### src/rtl/rv32i_seq_ctrl.sv
// Multi-cycle RV32I sequencer: PC/IR ownership, memory handshakes, write gating.
// Optional performance counters are built when RV32I_PERF_CNT_EN is defined.

package rv32i_pkg;
  typedef enum logic [1:0] {
    WB_ALU = 2'd0,
    WB_MEM = 2'd1,
    WB_PC4 = 2'd2,
    WB_CSR = 2'd3
  } wb_from_e;

  typedef enum logic [1:0] {
    MEM_NONE  = 2'd0,
    MEM_LOAD  = 2'd1,
    MEM_STORE = 2'd2
  } mem_op_e;

  typedef enum logic {
    REG_WE_OFF = 1'b0,
    REG_WE     = 1'b1
  } reg_we_e;
endpackage

module rv32i_seq_ctrl
  import rv32i_pkg::*;
#(
  parameter logic [31:0] RESET_PC  = 32'h0000_0000,
  parameter logic [31:0] NOP_INSTR = 32'h0000_0013
) (
  input  logic        clk,
  input  logic        rst_n,
  output logic        imem_req,
  output logic [31:0] imem_addr,
  input  logic        imem_ack,
  input  logic [31:0] imem_rdata,
  output logic [31:0] ir,
  output logic [31:0] pc,
  input  wb_from_e    dec_wb_from,
  input  mem_op_e     dec_mem_op,
  input  reg_we_e     dec_r_we,
  input  reg_we_e     dec_csr_we,
  input  logic [31:0] next_pc,
  output logic        dmem_req,
  output logic        dmem_we,
  input  logic        dmem_ack,
  output logic        mem_data_we,
  output logic        rf_we,
  output logic        csr_we,
  input  logic        halt_req,
  output logic        halted,
  output logic [63:0] cycle_cnt,
  output logic [63:0] instret_cnt
);

  typedef enum logic [2:0] {
    S_RST    = 3'd0,
    S_FETCH  = 3'd1,
    S_DECODE = 3'd2,
    S_EXEC   = 3'd3,
    S_MEM    = 3'd4,
    S_WB     = 3'd5,
    S_HALT   = 3'd6
  } state_e;

  state_e      r_state;
  logic [31:0] r_pc;
  logic [31:0] r_ir;
  logic        r_imem_req;
  logic        r_dmem_req;
  logic        r_dmem_we;
  logic        r_rf_we;
  logic        r_csr_we;
  logic        r_halted;

  logic        w_is_load;
  logic        w_is_store;
  logic        w_imem_fire;
  logic        w_dmem_fire;

  assign w_is_load   = (dec_wb_from == WB_MEM);
  assign w_is_store  = (dec_mem_op == MEM_STORE);
  // Acks only count while the matching request is actually raised.
  assign w_imem_fire = r_imem_req & imem_ack;
  assign w_dmem_fire = r_dmem_req & dmem_ack;

  // Outputs are registered from the next state, so each one is a pure
  // function of the current state as seen from outside.
  always_ff @(posedge clk) begin
    if (!rst_n) begin
      r_state    <= S_RST;
      r_pc       <= RESET_PC;
      r_ir       <= NOP_INSTR;
      r_imem_req <= 1'b0;
      r_dmem_req <= 1'b0;
      r_dmem_we  <= 1'b0;
      r_rf_we    <= 1'b0;
      r_csr_we   <= 1'b0;
      r_halted   <= 1'b0;
    end else begin
      r_rf_we  <= 1'b0;
      r_csr_we <= 1'b0;
      case (r_state)
        S_RST: begin
          r_state    <= S_FETCH;
          r_imem_req <= 1'b1;
        end
        S_FETCH: begin
          if (w_imem_fire) begin
            r_ir       <= imem_rdata;
            r_imem_req <= 1'b0;
            r_state    <= S_DECODE;
          end
        end
        S_DECODE: begin
          r_state <= S_EXEC;
        end
        S_EXEC: begin
          if (w_is_load || w_is_store) begin
            r_state    <= S_MEM;
            r_dmem_req <= 1'b1;
            r_dmem_we  <= w_is_store;
          end else begin
            r_state  <= S_WB;
            r_rf_we  <= (dec_r_we == REG_WE);
            r_csr_we <= (dec_csr_we == REG_WE);
          end
        end
        S_MEM: begin
          if (w_dmem_fire) begin
            r_state    <= S_WB;
            r_dmem_req <= 1'b0;
            r_dmem_we  <= 1'b0;
            r_rf_we    <= (dec_r_we == REG_WE);
            r_csr_we   <= (dec_csr_we == REG_WE);
          end
        end
        S_WB: begin
          r_pc <= next_pc;
          if (halt_req) begin
            r_state  <= S_HALT;
            r_halted <= 1'b1;
          end else begin
            r_state    <= S_FETCH;
            r_imem_req <= 1'b1;
          end
        end
        S_HALT: begin
          if (!halt_req) begin
            r_state    <= S_FETCH;
            r_halted   <= 1'b0;
            r_imem_req <= 1'b1;
          end
        end
        default: begin
          r_state    <= S_RST;
          r_imem_req <= 1'b0;
          r_dmem_req <= 1'b0;
          r_dmem_we  <= 1'b0;
          r_halted   <= 1'b0;
        end
      endcase
    end
  end

  assign imem_req    = r_imem_req;
  assign imem_addr   = r_pc;
  assign ir          = r_ir;
  assign pc          = r_pc;
  assign dmem_req    = r_dmem_req;
  assign dmem_we     = r_dmem_we;
  assign rf_we       = r_rf_we;
  assign csr_we      = r_csr_we;
  assign halted      = r_halted;
  // Load data is only valid in the ack cycle, so the MDR strobe follows the ack.
  assign mem_data_we = w_dmem_fire & w_is_load;

`ifdef RV32I_PERF_CNT_EN
  logic [63:0] r_cycle_cnt;
  logic [63:0] r_instret_cnt;

  always_ff @(posedge clk) begin
    if (!rst_n) begin
      r_cycle_cnt   <= 64'd0;
      r_instret_cnt <= 64'd0;
    end else begin
      r_cycle_cnt <= r_cycle_cnt + 64'd1;
      if (r_state == S_WB) begin
        r_instret_cnt <= r_instret_cnt + 64'd1;
      end
    end
  end

  assign cycle_cnt   = r_cycle_cnt;
  assign instret_cnt = r_instret_cnt;
`else
  assign cycle_cnt   = 64'h0;
  assign instret_cnt = 64'h0;
`endif

endmodule

### config.mk
export PLATFORM = sky130hd
export DESIGN_NAME = rv32i_seq_ctrl
export DESIGN_NICKNAME = d
export VERILOG_FILES = /design/src/rtl/rv32i_seq_ctrl.sv
export SDC_FILE = /design/constraint.sdc
export NUM_CORES = 1
export LEC_CHECK = 0
export ABC_AREA = 1
export CAP_MARGIN = 10
export CORE_AREA = 2 2 120 122
export DETAILED_ROUTE_END_ITERATION = 6
export DIE_AREA = 0 0 122 124
export PLACE_DENSITY = 0.79
export SLEW_MARGIN = 0
export SYNTH_ARGS = -nofsm -noshare
export SYNTH_HDL_FRONTEND = slang
export SYNTH_SLANG_ARGS = --single-unit
### constraint.sdc
create_clock -name clk -period 1.32 [get_ports clk]
set_input_delay 0.33 -clock clk [delete_from_list [all_inputs] [get_ports clk]]
set_output_delay 0.33 -clock clk [all_outputs]
set_load 0.02 [all_outputs]
# Word level (Yosys, flattened, before mapping)
# Index checks and enable logic that the tools add are counted.
[word_totals]
register_bits = 73
inputBits = 75
out_inout_bits = 231
[op_classes]
eq_ne = 14
mux = 23
bitwise_logic = 6
n_reduce_logical = 11
[op_table]
columns = ["cell", "n"]
rows = [
  ["$pmux W3 S7", 1],
  ["$mux W1", 12],
  ["$mux W3", 4],
  ["$ne A2 B2 Y1 const B", 6],
  ["$reduce_and A3 Y1", 4],
  ["$reduce_or A5 Y1", 2],
  ["$eq A3 B3 Y1 const B", 3],
  ["$pmux W1 S3", 3],
  ["$eq A3 B2 Y1 const B", 2],
  ["$pmux W1 S2", 2],
  ["$pmux W1 S4", 1],
  ["$and A1 B1 Y1", 3],
  ["$eq A3 B1 Y1 const B", 1],
  ["$logic_not A3 Y1", 1],
  ["$not A1 Y1", 3],
  ["$reduce_or A3 Y1", 1],
  ["$eq A2 B1 Y1 const B", 1],
  ["$eq A2 B2 Y1 const B", 1],
  ["$reduce_and A2 Y1", 1],
  ["$reduce_or A2 Y1", 1],
  ["$logic_or A1 B1 Y1", 1],
]

# Logic depth before layout (Yosys ltp)
[depth]
depth_word = 4
depth_mapped = 7
ltp_nobuf = 7

# Worst setup path after synthesis
# OpenSTA, ideal clock, no wires.
[synth_path]
path_type = "register -> output"
from = "reg r_dmem_req (netlist: dmem_req)"
to = "out mem_data_we"
arrival_time_ns = 0.859
t_required_ns = 0.990
path_slack_ns = 0.131
path_stages_with_launch = 3
n_path_buf = 0
cell_sequence = "dfxtp_1 > nand2_1 > nor2_1"
[synth_via]
elab_chain_cells = 2
[synth_lines]
columns = ["item", "line", "rtl"]
rows = [
  ["start, declared", "69", "logic r_dmem_req;"],
  ["start signal, assigned", "94", "r_dmem_req <= 1'b0;"],
  ["start signal, assigned", "120", "r_dmem_req <= 1'b1;"],
  ["start signal, assigned", "131", "r_dmem_req <= 1'b0;"],
  ["$and A1 B1 Y1", "84", "assign w_dmem_fire = r_dmem_req & dmem_ack;"],
  ["$and A1 B1 Y1", "175", "assign mem_data_we = w_dmem_fire & w_is_load;"],
  ["end, declared", "46", "output logic mem_data_we,"],
]
# Every way passes these cells.

# Worst setup path in the final report
[layout_path]
from = "reg r_pc[15] (netlist: imem_addr[15])"
to = "out imem_addr[15]"
[layout_lines]
columns = ["item", "line", "rtl"]
rows = [
  ["start, declared", "66", "logic [31:0] r_pc;"],
  ["start signal, assigned", "138", "r_pc <= next_pc;"],
  ["end, declared", "33", "output logic [31:0] imem_addr,"],
]
# No word-level cell between the ends.

==> qor.yml <==
drt:
  vias: 3312
  wl_mm: 9.944
  wire_per_inst_um: 11.52
  viasPerCell: 3.838
  drc: 0
  drt_iter0_drc: 64
  drt-pass1-iter-count: 4
  drt.antenna.violating_nets: 0
outcome:
  status: "completed"
final_layout:
  final_nets: 754
  n_fill_cell: 1456
  postLayoutCoreUtil: 0.3876
  syn2layout_area_growth_pct: 36.66
  fin_area_um2: 5318
  n_antenna_cell: 0
  drive_above_1_share: 0.2328
die:
  dieArea_um2: 15130
  die_h_um: 124
  num_rows: 43
  initial_core_util: 0.2836
  die_w_um: 122
  io_pins: 306
  core-area_um2: 13720
pwr:
  power_density_nw_per_um2: 1409
  p_leak_nw: 2.572
  ir_worst_vdd_mv: 0.4784
setup_path:
  slowest_delay_ps: 350
  worstPathMaxFanout: 3
  worstPathRequired_ps: 990
  cp-start-kind: "flip-flop"
  crit_family: "flip-flops"
  worstSetupEndpointType: "output port"
  cp_slowest_cell: "dfxtp_1"
  path_cells: "clkdlybuf4s15_2"
  arrival_ps: 960
  crit_type: "flip-flop to output port"
  crit_buf_inv: 1
global_route:
  grt_util_met3: 0.03984
  grt_usage: 0.1256
  grt_pass1_vias: 2855
  grt_most_used_layer: "met2"
  antenna_found_initial: 0
  grt_pass1_wl_mm: 14.55
  grt_overflow: 0
  grt_max_degree: 36
  grtUsageMet2: 0.2130
  grtUsageMet1: 0.1467
synth:
  syn_inst: 520
  synth_area_leader_cell: "dfxtp_1"
  ys_warn_count: 0
  synth-seq-cells: 73
  yosysSeqAreaShare: 0.3756
  ys_types: 18
  netlist_area_um2: 3891
  synth.area.top_cells: "dfxtp_1 (38%), buf_4 (31%), nand2_1 (8.5%)"
  syn_area_per_cell_um2: 7.483
  yosys.area.top_type_share: 0.3756
sta:
  fin_ws_ps: 33.26
  rsz0062_at_grt: "yes"
  period_share: 0.9748
  setup_viol_count_final: 0
  slew_violations: 0
  finalHoldViolCount: 0
  finClkSkew_ps: 5.528
  period_needed_ps: 1287
  fmaxAchievable_ghz: 0.7772
clock_network:
  numCtsBuffers: 9
  cts_buffer_depth: 2
  htreeDepth: 3
  clkTransAtPathRegs_ps: 60
  clkLatencyLatePin_ps: 330
  cts_tree: "yes"
  cts_root_buf: "clkbuf_16"
  cts.sinks: 73
place:
  gp_congestion: 0.8450
  dpl-instance-area_um2: 5295
  io_buffers: 177
  hpwl_mm: 7.348
  dpl_worst_slack_ps: -571.7
run:
  max_cap_violations: 0
min_path:
  hold_class: "flip-flop to flip-flop"
==> cells by family after synthesis <==
group / Yosys count / share of synthesized area
AO/OA/AOI/OAI: 73 / 0.09389
flip-flops: 73 / 0.3756
buffers and inverters: 191 / 0.3444
other: 1 / 0.0009637
AND/OR/NAND/NOR: 182 / 0.1852
==> final timing paths <==
kind                                             endpoint  cells after the start  slack [ps]                  startpoint
worst max-delay path                        imem_addr[15]                      1          30  imem_addr[15]$_SDFFE_PN0N_
worst min register to register         ir[8]$_SDFFE_PN0P_                      2         460          ir[8]$_SDFFE_PN0P_
worst min-delay path                   ir[8]$_SDFFE_PN0P_                      2         460          ir[8]$_SDFFE_PN0P_
worst max register to register  imem_addr[0]$_SDFFE_PN0N_                      6         100     r_state[1]$_SDFFE_PN0P_
==> power by group <==
part / switching, W / internal [W] / leakage, nW / total (W)
combinational: 0.00149 / 0.000871 / 1.83 / 0.00236
sequential: 0.000207 / 0.00247 / 0.595 / 0.00268
clock: 0.000895 / 0.00156 / 0.142 / 0.00245
==> what timing repair did <==
item                                   in CTS  in global routing
gates resized for setup                   320                 69
setup endpoints to repair                 129                113
setup buffers                               1                  0
hold buffers                                0                  0
endpoints found under the hold margin       0                  0
pin swaps                                   4                  5
==> cell usage after synthesis <==
cell,count
a21oi_1,38
buf_2,9
buf_4,163
clkbuf_1,7
clkinv_1,1
conb_1,1
dfxtp_1,73
inv_1,8
inv_2,3
nand2_1,88
nand3_1,11
nand3_2,1
nand4_1,2
nor2_1,77
nor2_2,2
nor2_4,1
o21ai_0,5
o21ai_1,30
==> worst register-to-register path: cells and delay by family, from the launching register on <==
kind            cells  cell delay [ps]
compound gates      1              110
buf+inv             2              350
flops               1              360
simple gates        3              320
==> per-stage QoR <==
| step | std cells | hold slack [ps] | total power, W | TNS (ps) |
|---|---|---|---|---|
| after global placement | 847 | 451.5 | 0.005207 | -10200 |
| final | 863 | 461.3 | 0.007490 | 0 |
| after global routing | 863 | 479.3 | 0.007931 | -26.26 |
| after floorplan | 647 | 443.2 | 0.004520 | 0 |
| after detailed placement | 847 | 455.7 | 0.005240 | -11310 |
| after CTS | 863 | 463.6 | 0.007642 | 0 |
==> layer usage <==
metal  routed length (um)  up-vias
met2                 4983      162
met5                    0        -
met3                  826        9
met1                 3989     1480
li1                     -     1661
met4                  145        0
==> cell type report <==
type	instances	area [um^2]	share of cell area
clock buffer	13	260.3	0.04894
inverter	12	50.05	0.009412
clock inverter	2	37.54	0.007059
multi-input combinational	383	1585	0.2981
sequential	73	1480	0.2784
tap	180	225.2	0.04235
timing repair buffer	200	1679	0.3158
==> layout by cell type (no fill, tap or decap), types with 3 or more instances in the layout <==
cell,n
o21ai_0,5
dfxtp_1,64
clkbuf_2,17
clkdlybuf4s15_2,26
dfxtp_4,3
buf_4,17
dfxtp_2,6
nand2_1,85
inv_1,7
nand2_2,3
inv_2,3
clkdlybuf4s50_1,71
nand3_1,11
buf_2,56
dlygate4sd2_1,4
buf_12,5
nor2_1,76
a21oi_1,37
o21ai_1,30
conb_1,128
clkbuf_16,9
Note: power is estimated with default switching activity, not from simulation.
